## src/rtl/cpu_pkg.sv

```systemverilog
// Shared CPU front-end types: data widths and the fetch-queue entry layout.
package cpu_pkg;

    localparam int INSTR_W = 32;
    localparam int PC_W    = 32;

    // One fetched instruction together with its fall-through address.
    typedef struct packed {
        logic [PC_W-1:0]    pc_plus4;
        logic [INSTR_W-1:0] instr;
    } fetch_entry_t;

endpackage

```

## src/rtl/fq_fifo.sv

```systemverilog
// DEPTH-entry fetch-entry FIFO with registered head/tail pointers and a
// single-cycle flush; the head entry reads combinationally (zero when empty).
module fq_fifo
    import cpu_pkg::*;
#(
    parameter int DEPTH = 4,
    localparam int PTR_W = $clog2(DEPTH),
    localparam int CNT_W = PTR_W + 1
) (
    input  logic         clk_i,
    input  logic         rst_n,
    input  logic         flush,
    input  logic         push,
    input  logic         pop,
    input  fetch_entry_t wr_entry,
    output fetch_entry_t head_entry,
    output logic [CNT_W-1:0] count
);

    logic [PTR_W-1:0] head_reg;
    logic [PTR_W-1:0] tail_reg;
    logic [CNT_W-1:0] count_reg;
    fetch_entry_t     mem [DEPTH];

    always_ff @(posedge clk_i) begin
        if (!rst_n) begin
            head_reg  <= '0;
            tail_reg  <= '0;
            count_reg <= '0;
        end else if (flush) begin
            head_reg  <= '0;
            tail_reg  <= '0;
            count_reg <= '0;
        end else begin
            if (push) tail_reg <= tail_reg + PTR_W'(1);
            if (pop)  head_reg <= head_reg + PTR_W'(1);
            case ({push, pop})
                2'b10:   count_reg <= count_reg + CNT_W'(1);
                2'b01:   count_reg <= count_reg - CNT_W'(1);
                default: count_reg <= count_reg;
            endcase
        end
    end

    // Storage carries no reset; empty slots are masked on the read side.
    always_ff @(posedge clk_i) begin
        if (rst_n && !flush && push) begin
            mem[tail_reg] <= wr_entry;
        end
    end

    assign head_entry = (count_reg == '0) ? '0 : mem[head_reg];
    assign count      = count_reg;

endmodule

```

## src/rtl/instr_fetch_queue.sv

```systemverilog
// Instruction fetch PC plus decoupling queue toward decode.
// Optional macro FETCH_QUEUE_BYPASS_EN lets an empty queue forward imem data straight to decode.
module instr_fetch_queue
    import cpu_pkg::*;
#(
    parameter int          DEPTH    = 4,
    parameter logic [31:0] RESET_PC = 32'h0000_0000
) (
    input  logic               clk_i,
    input  logic               rst_n,
    output logic [PC_W-1:0]    imem_addr_o,
    input  logic [INSTR_W-1:0] imem_instr_i,
    input  logic               redirect_i,
    input  logic [PC_W-1:0]    redirect_pc_i,
    output logic               id_valid_o,
    output logic [INSTR_W-1:0] id_instr_o,
    output logic [PC_W-1:0]    id_pc_plus4_o,
    input  logic               id_ready_i
);

    localparam int CNT_W = $clog2(DEPTH) + 1;

    logic [PC_W-1:0]  pc_q;
    logic [PC_W-1:0]  pc_plus4;
    logic [CNT_W-1:0] fifo_count;
    fetch_entry_t     head_entry;
    fetch_entry_t     wr_entry;
    logic             queue_empty;
    logic             queue_full;
    logic             bypass_active;
    logic             bypass_take;
    logic             pop;
    logic             push;
    logic             fifo_push;
    logic             fifo_pop;

    assign pc_plus4    = pc_q + 32'd4;
    assign imem_addr_o = pc_q;
    assign queue_empty = (fifo_count == '0);
    assign queue_full  = (fifo_count == CNT_W'(DEPTH));

`ifdef FETCH_QUEUE_BYPASS_EN
    assign bypass_active = queue_empty & ~redirect_i;
`else
    assign bypass_active = 1'b0;
`endif

    always_comb begin
        id_valid_o    = ~queue_empty | bypass_active;
        id_instr_o    = head_entry.instr;
        id_pc_plus4_o = head_entry.pc_plus4;
        if (bypass_active) begin
            id_instr_o    = imem_instr_i;
            id_pc_plus4_o = pc_plus4;
        end
    end

    assign pop  = id_valid_o & id_ready_i;
    assign push = ~redirect_i & (~queue_full | pop);

    // A bypassed instruction consumed by decode never occupies a slot.
    assign bypass_take = bypass_active & id_ready_i;
    assign fifo_push   = push & ~bypass_take;
    assign fifo_pop    = pop & ~queue_empty;

    assign wr_entry.pc_plus4 = pc_plus4;
    assign wr_entry.instr    = imem_instr_i;

    always_ff @(posedge clk_i) begin
        if (!rst_n) begin
            pc_q <= RESET_PC;
        end else if (redirect_i) begin
            pc_q <= {redirect_pc_i[PC_W-1:2], 2'b00};
        end else if (push) begin
            pc_q <= pc_plus4;
        end
    end

    fq_fifo #(
        .DEPTH (DEPTH)
    ) u_fifo (
        .clk_i      (clk_i),
        .rst_n      (rst_n),
        .flush      (redirect_i),
        .push       (fifo_push),
        .pop        (fifo_pop),
        .wr_entry   (wr_entry),
        .head_entry (head_entry),
        .count      (fifo_count)
    );

endmodule

```

## config.mk

```make
export PLATFORM = sky130hd
export DESIGN_NAME = instr_fetch_queue
export DESIGN_NICKNAME = d
export VERILOG_FILES = /design/src/rtl/cpu_pkg.sv /design/src/rtl/fq_fifo.sv /design/src/rtl/instr_fetch_queue.sv
export SDC_FILE = /design/constraint.sdc
export NUM_CORES = 1
export LEC_CHECK = 0
export BUFFER_PORTS_ARGS = -buffer_cell sky130_fd_sc_hd__buf_2
export CAP_MARGIN = 20
export CORE_MARGIN = 5
export CORE_UTILIZATION = 40
export DETAILED_ROUTE_END_ITERATION = 8
export GPL_TIMING_DRIVEN = 0
export SLEW_MARGIN = 10
export SYNTH_ARGS = -nofsm -noshare
export SYNTH_HDL_FRONTEND = slang
export SYNTH_HIERARCHICAL = 1
export SYNTH_SLANG_ARGS = --single-unit
```

## constraint.sdc

```tcl
create_clock -name clk_i -period 6 [get_ports clk_i]
set_input_delay 0.6 -clock clk_i [delete_from_list [all_inputs] [get_ports clk_i]]
set_output_delay 0.6 -clock clk_i [all_outputs]
set_load 0.01 [all_outputs]
```

# After elaboration in Yosys (flattened, before gate mapping)
# Memory sizes are Yosys's and may differ from the RTL's. A register that Yosys moved wholly into a read port is not among the register bits.
# Cells that the tools add are included.
dict set report op_classes {
  add_sub_neg 5
  eq_ne 3
  muxes 8
  bitwise_logic 8
  n_reduce_logical 7
}
# cell count
set ops {}
lappend ops {{$mux 32} 2}
lappend ops {{$mux 64} 1}
lappend ops {{$add 32x3->32 const B} 1}
lappend ops {{$pmux 3 s2} 1}
lappend ops {{$add 2x1->2 const B} 2}
lappend ops {{$mux 2} 2}
lappend ops {{$not 1->1} 4}
lappend ops {{$reduce_bool 2->1} 2}
lappend ops {{$add 3x1->3 const B} 1}
lappend ops {{$and 1x1->1} 3}
lappend ops {{$eq 3x3->1 const B} 1}
lappend ops {{$logic_not 3->1} 1}
lappend ops {{$sub 3x1->3 const B} 1}
lappend ops {{$eq 2x1->1 const B} 1}
lappend ops {{$eq 2x2->1 const B} 1}
lappend ops {{$logic_and 1x1->1} 2}
lappend ops {{$mux 1} 2}
lappend ops {{$reduce_or 2->1} 1}
lappend ops {{$logic_not 1->1} 1}
lappend ops {{$or 1x1->1} 1}
dict set report totals {
  ff_bits 39
  mem_bits_rw 256
  input_bits 68
  out_inout_bits 97
  word_cells 37
  mem_count 1
}
# name words word_bits read_ports rd_ports_with_merged_regs write_ports line_no
set memory_table {}
lappend memory_table {u_fifo.mem 4 64 1 1 1 fq_fifo.sv:23} ;# fetch_entry_t mem [DEPTH];

# Depth between registers and ports, before layout
# Gate-level depths: netlist of run 1.
dict set report logic_depth {
  word_depth 8
  depth_mapped 11
  ltp_nobuf 9
}

# By module
# The synthesis of run 1 kept the hierarchy.
# mod n_inst cells_per_inst area_each_um2 seq_area_each_um2
set modules_own_cells {}
lappend modules_own_cells {fq_fifo 1 452 10110.9 7867.5}
lappend modules_own_cells {instr_fetch_queue 1 301 2254.7 600.6}

# Worst setup path before layout of run 1
# OpenSTA, ideal clock, no wires.
dict set report synth_timing {
  path_kind {input -> register}
  startpoint {input port id_ready_i}
  endpoint {memory u_fifo/mem[0][0] in the netlist's numbering, enable pin}
  setup_time_ps 429
  arrival_time_ps 2936
  required_ps 5571
  path_slack_ps 2635
  stages 5
  path_buffers 2
  cell_sequence {nor4b_1 > clkbuf_1 > clkbuf_1 > nor2_1 > and3_1}
}
dict set report synth_via {
  elab_chain_len 6
}
# item line_no
set synth_lines {}
lappend synth_lines {{from (decl)} instr_fetch_queue.sv:18} ;# input logic id_ready_i
lappend synth_lines {{$and 1x1->1} instr_fetch_queue.sv:58} ;# assign pop = id_valid_o & id_ready_i;
lappend synth_lines {{$or 1x1->1} instr_fetch_queue.sv:59} ;# assign push = ~redirect_i & (~queue_full | pop);
lappend synth_lines {{$and 1x1->1} instr_fetch_queue.sv:59}
lappend synth_lines {{net fifo_push} instr_fetch_queue.sv:34} ;# logic fifo_push;
lappend synth_lines {{$logic_and 1x1->1} fq_fifo.sv:47} ;# if (rst_n && !flush && push) begin
lappend synth_lines {{$mux 1} fq_fifo.sv:47}
lappend synth_lines {{$mux 1 (implied by the code)} fq_fifo.sv:48} ;# mem[tail_reg] <= wr_entry;
lappend synth_lines {{to (decl)} fq_fifo.sv:23}
# The timed path passes the listed nets, and every way through them passes these cells.

# Worst setup path in the final report of run 1
dict set report layout_timing {
  startpoint {register u_fifo.count_reg[1] (netlist: u_fifo/count[1])}
  endpoint {register u_fifo.count_reg[2] (netlist: u_fifo/count[2])}
}
dict set report layout_via {
  elab_chain_len 7
  word_cells_on_any_way 14
  cone_classes {add/sub: 2; eq/ne: 3; mux: 1; bitwise: 6; reduce/logical: 2}
}
# item line_no
set layout_lines {}
lappend layout_lines {{from (decl)} fq_fifo.sv:22} ;# logic [CNT_W-1:0] count_reg;
lappend layout_lines {{from (signal assigned)} fq_fifo.sv:38} ;# 2'b10: count_reg <= count_reg + CNT_W'(1);
lappend layout_lines {{from (signal assigned)} fq_fifo.sv:39} ;# 2'b01: count_reg <= count_reg - CNT_W'(1);
lappend layout_lines {{from (signal assigned)} fq_fifo.sv:40} ;# default: count_reg <= count_reg;
lappend layout_lines {{$logic_not 3->1} instr_fetch_queue.sv:39} ;# assign queue_empty = (fifo_count == '0);
lappend layout_lines {{$not 1->1} instr_fetch_queue.sv:49} ;# id_valid_o = ~queue_empty | bypass_active;
lappend layout_lines {{$and 1x1->1} instr_fetch_queue.sv:58}
lappend layout_lines {{$or 1x1->1 (*)} instr_fetch_queue.sv:59}
lappend layout_lines {{$and 1x1->1 (*)} instr_fetch_queue.sv:59}
lappend layout_lines {{net fifo_push} instr_fetch_queue.sv:34}
lappend layout_lines {{$eq 2x1->1 / $eq 2x2->1 (equally long branches)} fq_fifo.sv:37} ;# case ({push, pop})
lappend layout_lines {{$pmux 3 s2 / $reduce_bool 2->1 (equally long branches)} n/a}
# Mark *: on every way through the listed nets, which the timed path passes. The rest lies on a longest branch.
# A chain may end at the register's enable or synchronous reset.

==> results of run 1 <==
==> synth_stat cells, types with 2 or more instances <==
cell / count / share of area
sky130_fd_sc_hd__and4_1: 3 / 0.0021
sky130_fd_sc_hd__mux4_2: 64 / 0.12
sky130_fd_sc_hd__nand4_1: 12 / 0.0061
sky130_fd_sc_hd__nand2_1: 30 / 0.0091
sky130_fd_sc_hd__and3_1: 8 / 0.0040
sky130_fd_sc_hd__o211ai_1: 5 / 0.0030
sky130_fd_sc_hd__a32oi_1: 3 / 0.0021
sky130_fd_sc_hd__buf_1: 3 / 0.00091
sky130_fd_sc_hd__o21ai_0: 28 / 0.011
sky130_fd_sc_hd__o31ai_1: 7 / 0.0042
sky130_fd_sc_hd__ha_1: 6 / 0.0061
sky130_fd_sc_hd__o311a_1: 3 / 0.0024
sky130_fd_sc_hd__inv_1: 9 / 0.0027
sky130_fd_sc_hd__nor4b_1: 3 / 0.0021
sky130_fd_sc_hd__clkbuf_1: 24 / 0.0073
sky130_fd_sc_hd__and2_1: 2 / 0.0010
sky130_fd_sc_hd__buf_6: 8 / 0.0073
sky130_fd_sc_hd__o21a_1: 2 / 0.0012
sky130_fd_sc_hd__nand2b_1: 10 / 0.0051
sky130_fd_sc_hd__nor2_1: 24 / 0.0073
sky130_fd_sc_hd__a31oi_1: 10 / 0.0051
sky130_fd_sc_hd__nor4_1: 6 / 0.0030
sky130_fd_sc_hd__a21oi_1: 10 / 0.0040
sky130_fd_sc_hd__o211a_1: 2 / 0.0016
sky130_fd_sc_hd__or4_1: 12 / 0.0073
sky130_fd_sc_hd__edfxtp_1: 256 / 0.62
sky130_fd_sc_hd__nor2b_1: 65 / 0.033
sky130_fd_sc_hd__or3_1: 6 / 0.0030
sky130_fd_sc_hd__buf_4: 2 / 0.0012
sky130_fd_sc_hd__nand3_1: 15 / 0.0061
sky130_fd_sc_hd__buf_2: 10 / 0.0040
sky130_fd_sc_hd__nor3_1: 11 / 0.0045
sky130_fd_sc_hd__xnor2_1: 22 / 0.016
sky130_fd_sc_hd__dfxtp_1: 39 / 0.063
sky130_fd_sc_hd__xor2_1: 21 / 0.015
==> final cells by class <==
type	count	area [um^2]	share of cell area
Tap cell	396	495	0.0332
Timing Repair Buffer	165	922	0.0617
Inverter	9	33.8	0.00226
Sequential cell	295	8470	0.567
Clock inverter	15	146	0.00980
Clock buffer	47	951	0.0637
Buffer	48	262	0.0175
Multi-Input combinational cell	410	3660	0.245
==> kinds of logic after synthesis <==
kind of cell             Yosys count  share of synthesized area
AO/OA/AOI/OAI                     72                     0.0364
XOR/XNOR                          43                     0.0305
adder cells (fa/ha/maj)            7                    0.00769
buffers and inverters             57                     0.0239
flip-flops                       295                      0.685
multiplexers                      65                      0.117
other                              1                   0.000303
AND/OR/NAND/NOR                  213                     0.0991
==> worst min-delay path by stage <==
| stage | slack (ns) | cells past startpoint | start | endpoint |
|---|---|---|---|---|
| after CTS | 0.29 | 1 | imem_instr_i[2] | u_fifo/mem[2][2] |
| after global placement | 0.50 | 2 | u_fifo/head_reg[1] | register |
| after floorplan | 0.48 | 2 | u_fifo/head_reg[1] | register |
| after detailed placement | 0.51 | 2 | u_fifo/head_reg[1] | u_fifo/head_reg[1] |
| after global routing | 0.29 | 1 | imem_instr_i[16] | u_fifo/mem[2][16] |
| final | 0.32 | 1 | imem_instr_i[26] | u_fifo/mem[3][26] |
==> power breakdown <==
group	switching, mW	internal, mW
Clock	0.784	1.20
Combinational	0.166	0.118
Sequential	0.0321	2.27
Total	0.983	3.59
==> through the flow <==
stage / setup slack [ns] / cells / power [mW]
floorplan: 2.64 / 762 / 2.50
global placement: 0.783 / 1318 / 2.63
detailed placement: 1.86 / 1322 / 2.63
CTS: 2.12 / 1384 / 4.64
global route: 1.90 / 1385 / 4.76
finish: 2.09 / 1385 / 4.57
==> per-layer routing <==
metal	up-vias	GRT usage	routed length, um
li1	3363	-	-
met1	3578	0.237	12700
met2	249	0.265	13200
met3	33	0.0352	2060
met4	0	0.0373	450
met5	-	0	0
==> run summary, run 1 <==
Result of the run -> finished, final reports clean
Die width -> 186 um
Antenna-violating nets left -> 0
Fill cell count -> 2,669
CP Capture Point -> u_fifo/count[2]
Kind of cell adding the most delay to the critical path -> simple AND/OR/NAND/NOR gates
Die height -> 186 um
Register-to-register path setup slack -> 2.09 ns
Arrival time of data at the critical path endpoint -> 4.33 ns
Number of placed I/O pins -> 165
Number of cells on the worst reg-to-reg path -> 11
Core region area -> 0.0306 mm^2
Routability congestion estimate from global placement -> 0.871
Iteration count of the initial detailed-routing pass -> 5
Most used flip-flop cell after synthesis -> sky130_fd_sc_hd__edfxtp_1
Flip-flop and latch count after synthesis -> 295
Port Buf Inserts -> 160
Core Util, Final -> 0.488
CP Cell Sequence -> nor4b_1 > clkbuf_1 > clkbuf_1 > nor2_1 > inv_1 > ha_1 > inv_1 > fa_1 > xor2_1 > or3_1 > a21oi_1
Total count of hold-check failures in the final report -> 0
CTS tree -> yes
Routed wirelength normalized by instance count -> 20.5 um
Number of buffer and inverter stages on the critical path -> 4
Total length of routed wires -> 28,400 um
Post-cts gate resize count -> 0
Std-Cell Rows -> 64
Critical path's largest stage delay -> 0.94 ns
# clock sinks -> 295
Number of flip-flops under the largest register name -> 256
Clk Tree Root Cell -> sky130_fd_sc_hd__clkbuf_16
CP max-delay cell -> sky130_fd_sc_hd__nor4b_1
Layout-stage area growth over the synthesis result -> 20.8%
Ratio of total power to cell area -> 306 mW/mm^2
Violation count after the first detailed-routing iteration -> 481
Vias per inst -> 5.22
Total half-perimeter wirelength after legalization and detailed placement -> 18,900 um
Number of buffers inserted by post-CTS setup repair -> 0
Number of synthesis warnings -> 6
Number of cells on the critical path -> 11
Max_slew headroom -> 0.271
Worst IR Drop VDD -> 0.148 mV
Max Transition Viols Final -> 0
Max Clock Freq -> 256 MHz
Buffers from clock root to sink, at most -> 3
Die area -> 0.0345 mm^2
TritonCTS Buffers -> 34
H-tree Lvls -> 2
Post-layout min period -> 3.91 ns
Antenna violations before repair -> 0
Endpoint required time on the critical path -> 6.42 ns
Lkg Pwr -> 5.18 nW
Number of synthesized flops with an enable pin -> 256
Commonest non-fill, non-tap cells in the layout -> sky130_fd_sc_hd__edfxtp_1, sky130_fd_sc_hd__buf_2, sky130_fd_sc_hd__nor2b_1
Synthesized area per cell -> 16.4 um^2
Antenna cell count -> 0
First-pass GRT wire length -> 44,000 um
Setup TNS -> 0 ns
Capturing element type of the critical path -> register
Commonest non-fill, non-tap cell in the layout -> sky130_fd_sc_hd__edfxtp_1
Starting Density -> 0.404
Skew-Pair Late Insertion Delay -> 0.51 ns
Synth unique cells -> 47
Cell count after synthesis -> 753
CTS clock-pin slew for the worst setup and hold paths -> 0.06 ns
Sequential area share after synthesis -> 0.685
Final non-filler cell area -> 0.0149 mm^2
Fin Hold WS -> 0.316 ns
Share of final-layout standard cells stronger than drive strength 1 -> 0.310
Hold-fix buffers, CTS -> 0
Count of endpoints failing setup in the final report -> 0
Total Routing Usage GR -> 0.166
Via count of the routed design -> 7,223
Remaining global-route overflow -> 0
Critical R2R Launch -> u_fifo/count[1]
Share of async-settable or async-resettable flops after synthesis -> 0
Via count of the first global-routing pass -> 7,578
Slew @ Worst Pin -> 1.08 ns
Capture point of the worst reg-to-reg path -> u_fifo/count[2]
CP Launch Type -> register
Ratio of final minimum period to clock period -> 0.651
Post-placement cell area -> 0.0138 mm^2
Min-delay worst type -> input port to register
Count of max-cap constraint violations -> 0
Unrepaired setup endpoints after global routing -> no
Maximum fanout count along the critical path -> 10
Final net count -> 1,038
Beginning of the critical path -> u_fifo/count[1]
Critical setup path kind -> register to register
Pin count of the biggest net entering global routing -> 42
DRC violation count after routing -> 0
Post-route clock skew -> 0.0189 ns
Synthesized area -> 0.0124 mm^2
No activity file was read; power rests on OpenSTA's default activity.
==> inputs of run 2 (changes only) <==
clock period = 3.3 ns   (was 6 ns; I/O delays follow)
==> run 2 against run 1 <==
Design area increased by 0.12%. Combinational power rose by 82%. Worst hold slack got worse by 0.27 ns. Routed wire length barely moved. Global-route usage hardly changed. Highest routed layer unchanged. Clock power increased by 81%. Largest power group unchanged. Maximum frequency up 26%. Die area unchanged. Largest cell class unchanged. Register-to-register slack worse by 1.9 ns.
==> run summary, run 2 (synthesized netlist as in run 1, its figures left out) <==
Core Util, Final -> 0.489
Iteration count of the initial detailed-routing pass -> 5
Vias per inst -> 5.21
Endpoint required time on the critical path -> 3.72 ns
Maximum fanout count along the critical path -> 10
Critical R2R Launch -> u_fifo/count[1]
Total Routing Usage GR -> 0.166
Routed wirelength normalized by instance count -> 20.5 um
Skew-Pair Late Insertion Delay -> 0.51 ns
Total half-perimeter wirelength after legalization and detailed placement -> 18,900 um
Pin count of the biggest net entering global routing -> 42
Arrival time of data at the critical path endpoint -> 3.53 ns
Worst Hold Launch -> imem_instr_i[26]
Routability congestion estimate from global placement -> 0.871
Starting Density -> 0.404
Die height -> 186 um
Multi-input logic area -> 0.00367 mm^2
Number of buffers inserted by post-CTS setup repair -> 0
Hold-fix buffers, CTS -> 0
Via count of the first global-routing pass -> 7,591
Commonest non-fill, non-tap cells in the layout -> sky130_fd_sc_hd__edfxtp_1, sky130_fd_sc_hd__buf_2, sky130_fd_sc_hd__nor2b_1
Die width -> 186 um
Commonest non-fill, non-tap cell in the layout -> sky130_fd_sc_hd__edfxtp_1
Buffers from clock root to sink, at most -> 3
Number of placed I/O pins -> 165
Setup TNS -> 0 ns
Remaining global-route overflow -> 0
Total length of routed wires -> 28,400 um
Antenna-violating nets left -> 0
Post-layout min period -> 3.11 ns
CTS tree -> yes
Port Buf Inserts -> 160
Lkg Pwr -> 5.19 nW
Capturing element type of the critical path -> register
Layout-stage area growth over the synthesis result -> 20.9%
Ratio of total power to cell area -> 556 mW/mm^2
Final cell count without fillers -> 1,385
Unrepaired setup endpoints after global routing -> no
CTS clock-pin slew for the worst setup and hold paths -> 0.06 ns
Std-Cell Rows -> 64
Slew @ Worst Pin -> 0.936 ns
H-tree Lvls -> 2
# clock sinks -> 295
CP Launch Type -> register
Number of flip-flops under the largest register name -> 256
Antenna cell count -> 0
First-pass GRT wire length -> 44,100 um
TritonCTS Buffers -> 34
Count of max-cap constraint violations -> 0
Max_slew headroom -> 0.370
DRC violation count after routing -> 0
Violation count after the first detailed-routing iteration -> 439
Final net count -> 1,038
Result of the run -> finished, final reports clean
Post-placement cell count -> 1,322
Fill cell count -> 2,664
Antenna violations before repair -> 0
Max Transition Viols Final -> 0
Post-route clock skew -> 0.0179 ns
Via count of the routed design -> 7,215
Max Clock Freq -> 322 MHz
Beginning of the critical path -> u_fifo/count[1]
Area of all sequential standard cells -> 0.00847 mm^2
Min-delay worst type -> input port to register
Core region area -> 0.0306 mm^2
Total count of hold-check failures in the final report -> 0
Count of endpoints failing setup in the final report -> 0
Critical setup path kind -> register to register
Worst IR Drop VDD -> 0.270 mV
Ratio of final minimum period to clock period -> 0.941
Clk Tree Root Cell -> sky130_fd_sc_hd__clkbuf_16
Share of final-layout standard cells stronger than drive strength 1 -> 0.313
Die area -> 0.0345 mm^2
## run 2: per-stage QoR
stage               hold slack (ns)  area, um^2  setup slack [ns]  power [mW]
detailed placement            0.514       13800            -0.569        4.79
finish                       0.0454       15000             0.194        8.32
floorplan                     0.429       12400            0.0987        4.54
global placement              0.499       13700             -1.65        4.78
global route                 0.0215       15000            0.0718        8.65
CTS                          0.0178       14900            0.0634        8.44
## run 2: repair_timing
item / in CTS / in global routing
resized for setup: 3 / 2
pin swaps: 0 / 0
endpoints found under the setup margin: 164 / 1
## run 2: critical path, cell delays in order (launching register included)
cell and delay, ns:
sky130_fd_sc_hd__dfxtp_1 0.38, sky130_fd_sc_hd__nor4b_4 0.48, sky130_fd_sc_hd__clkbuf_2 0.33, sky130_fd_sc_hd__clkbuf_2 0.30, sky130_fd_sc_hd__nor2_1 0.19, sky130_fd_sc_hd__inv_1 0.11, sky130_fd_sc_hd__ha_1 0.18, sky130_fd_sc_hd__inv_1 0.06
sky130_fd_sc_hd__fa_1 0.38, sky130_fd_sc_hd__xor2_1 0.17, sky130_fd_sc_hd__or3_1 0.30, sky130_fd_sc_hd__a21oi_1 0.14
## run 2: cell type report
| cell class | instances | area share |
|---|---|---|
| tap | 396 | 0.0331 |
| inverter | 9 | 0.00226 |
| sequential | 295 | 0.566 |
| multi-input combinational | 410 | 0.246 |
| clock inverter | 15 | 0.00979 |
| buffer | 48 | 0.0177 |
| timing repair buffer | 165 | 0.0617 |
| clock buffer | 47 | 0.0636 |
## run 2: report_power, final
group          internal [mW]  total, mW  switching (mW)
Clock                   2.19       3.61            1.43
Combinational          0.214      0.517           0.303
Sequential              4.13       4.19          0.0593
## run 2: path summary, 6_finish.rpt
path	endpoint	slack [ns]	depth (start not counted)
worst min-delay path	u_fifo/mem[3][26]	0.05	1
worst min register to register	u_fifo/head_reg[1]	0.53	2
worst max-delay path	u_fifo/count[2]	0.19	11
worst max register to register	u_fifo/count[2]	0.19	11
## run 2: per-layer routing
layer | share of wire | track usage | vias to the layer above
met5 | 0 | 0 | -
met4 | 0.016 | 0.0373 | 0
met3 | 0.068 | 0.0352 | 33
met2 | 0.46 | 0.265 | 241
met1 | 0.45 | 0.237 | 3584
li1 | - | - | 3357
==> inputs of run 3 (changes only) <==
CTS_BUF_LIST = sky130_fd_sc_hd__clkbuf_4   (was unset)
CTS_CLUSTER_SIZE = 16   (was unset)
==> run 3 against run 2 <==
Sequential share of layout area down 2.1 points. Via count up 7.2%. Critical path depth unchanged. Maximum frequency up 2.1%. Worst hold slack better by 0.085 ns. Routed wire length up 2.9%. Die area unchanged. Clock skew up 0.027 ns. Sequential power about the same. Critical path type unchanged. Critical endpoint unchanged. Largest cell class unchanged.
==> run summary, run 3 (synthesized netlist as in run 1, its figures left out) <==
Critical setup path kind -> register to register
Iteration count of the initial detailed-routing pass -> 5
Std-Cell Rows -> 64
Clk Tree Root Cell -> sky130_fd_sc_hd__clkbuf_4
Max Clock Freq -> 329 MHz
Pin count of the biggest net entering global routing -> 42
Count of max-cap constraint violations -> 0
Commonest non-fill, non-tap cells in the layout -> sky130_fd_sc_hd__edfxtp_1, sky130_fd_sc_hd__buf_2, sky130_fd_sc_hd__clkbuf_4
Die width -> 186 um
Port Buf Inserts -> 160
Starting Density -> 0.404
Count of endpoints failing setup in the final report -> 0
Ratio of total power to cell area -> 522 mW/mm^2
TritonCTS Buffers -> 80
Vias per inst -> 5.08
Die area -> 0.0345 mm^2
Capturing element type of the critical path -> register
Total length of routed wires -> 29,200 um
Multi-input logic area -> 0.00368 mm^2
Max_slew headroom -> 0.390
Maximum fanout count along the critical path -> 10
Antenna violations before repair -> 1
Endpoint required time on the critical path -> 3.89 ns
Result of the run -> finished, final reports clean
Total half-perimeter wirelength after legalization and detailed placement -> 18,900 um
Number of placed I/O pins -> 165
Unrepaired setup endpoints after global routing -> no
Core region area -> 0.0306 mm^2
Final non-filler cell area -> 0.0155 mm^2
Antenna-violating nets left -> 0
First-pass GRT wire length -> 45,500 um
Ratio of final minimum period to clock period -> 0.922
CP Launch Type -> register
Area of all sequential standard cells -> 0.00847 mm^2
H-tree Lvls -> 3
CTS tree -> yes
Via count of the routed design -> 7,732
Fin Hold WS -> 0.130 ns
Routability congestion estimate from global placement -> 0.871
Skew-Pair Late Insertion Delay -> 0.70 ns
Fill cell count -> 2,642
Max Transition Viols Final -> 0
Worst IR Drop VDD -> 0.244 mV
Lkg Pwr -> 5.53 nW
Number of buffers inserted by post-CTS setup repair -> 0
Total count of hold-check failures in the final report -> 0
Share of final-layout standard cells stronger than drive strength 1 -> 0.343
# clock sinks -> 295
Routed wirelength normalized by instance count -> 19.2 um
Violation count after the first detailed-routing iteration -> 353
Commonest non-fill, non-tap cell in the layout -> sky130_fd_sc_hd__edfxtp_1
Layout-stage area growth over the synthesis result -> 25.5%
Die height -> 186 um
Arrival time of data at the critical path endpoint -> 3.64 ns
Post-layout min period -> 3.04 ns
Slew @ Worst Pin -> 0.907 ns
Buffers from clock root to sink, at most -> 3
Via count of the first global-routing pass -> 8,181
CTS clock-pin slew for the worst setup and hold paths -> 0.07 ns
Final net count -> 1,145
Post-route clock skew -> 0.0446 ns
Min-delay worst type -> input port to register
Number of flip-flops under the largest register name -> 256
Total Routing Usage GR -> 0.171
Remaining global-route overflow -> 0
Post-placement cell area -> 0.0138 mm^2
DRC violation count after routing -> 0
run 3: cell type report:
class / count / area share
multi-input cells: 410 / 0.237
inverters: 9 / 0.00218
diodes: 1 / 0.000161
plain buffers: 48 / 0.0170
clock buffers: 115 / 0.0556
flip-flops and latches: 295 / 0.545
well taps: 396 / 0.0319
repair buffers: 226 / 0.0986
clock inverters: 21 / 0.0122
run 3: per-layer routing:
layer / global-route usage / wire length [um]
met3: 0.0453 / 2100
met2: 0.274 / 13800
met1: 0.231 / 12800
met5: 0 / 0
met4: 0.0557 / 506
run 3: worst paths after layout:
| path | depth (start not counted) | to | start | slack (ns) |
|---|---|---|---|---|
| max reg2reg | 11 | u_fifo/count[2] | u_fifo/count[1] | 0.26 |
| min reg2reg | 2 | u_fifo/head_reg[1] | u_fifo/head_reg[1] | 0.52 |
| min | 4 | imem_addr_o[29] | rst_n | 0.13 |
| max | 11 | u_fifo/count[2] | u_fifo/count[1] | 0.26 |
run 3: what timing repair did:
item | in CTS | in global routing
setup endpoints to repair | 164 | 1
cloned | 0 | 0
gates resized for setup | 4 | 2
hold buffers | 62 | 0
endpoints found under the hold margin | 158 | 0
run 3: power breakdown:
part	switching, mW	internal [mW]	leakage [nW]
Clock	1.43	1.90	0.619
Combinational	0.315	0.260	2.26
Sequential	0.0595	4.13	2.66
run 3: per-stage QoR:
stage	instances	power [mW]	util	setup slack, ns	TNS (ns)
final	1521	8.10	0.508	0.257	0
after global routing	1521	8.50	0.508	0.0992	0
after CTS	1520	8.24	0.507	0.0785	0
after detailed placement	1322	4.79	0.452	-0.569	-22.98
after global placement	1318	4.78	0.448	-1.65	-420.42
after floorplan	762	4.54	-	0.0987	0
run 3: critical path, stage by stage, from the launching register on:
cell and delay [ns]:
sky130_fd_sc_hd__dfxtp_1 0.40, sky130_fd_sc_hd__nor4b_4 0.46, sky130_fd_sc_hd__clkbuf_2 0.32, sky130_fd_sc_hd__clkbuf_2 0.30, sky130_fd_sc_hd__nor2_1 0.18, sky130_fd_sc_hd__inv_1 0.11
sky130_fd_sc_hd__ha_1 0.18, sky130_fd_sc_hd__inv_1 0.06, sky130_fd_sc_hd__fa_1 0.37, sky130_fd_sc_hd__xor2_1 0.16, sky130_fd_sc_hd__or3_1 0.30, sky130_fd_sc_hd__a21oi_1 0.14
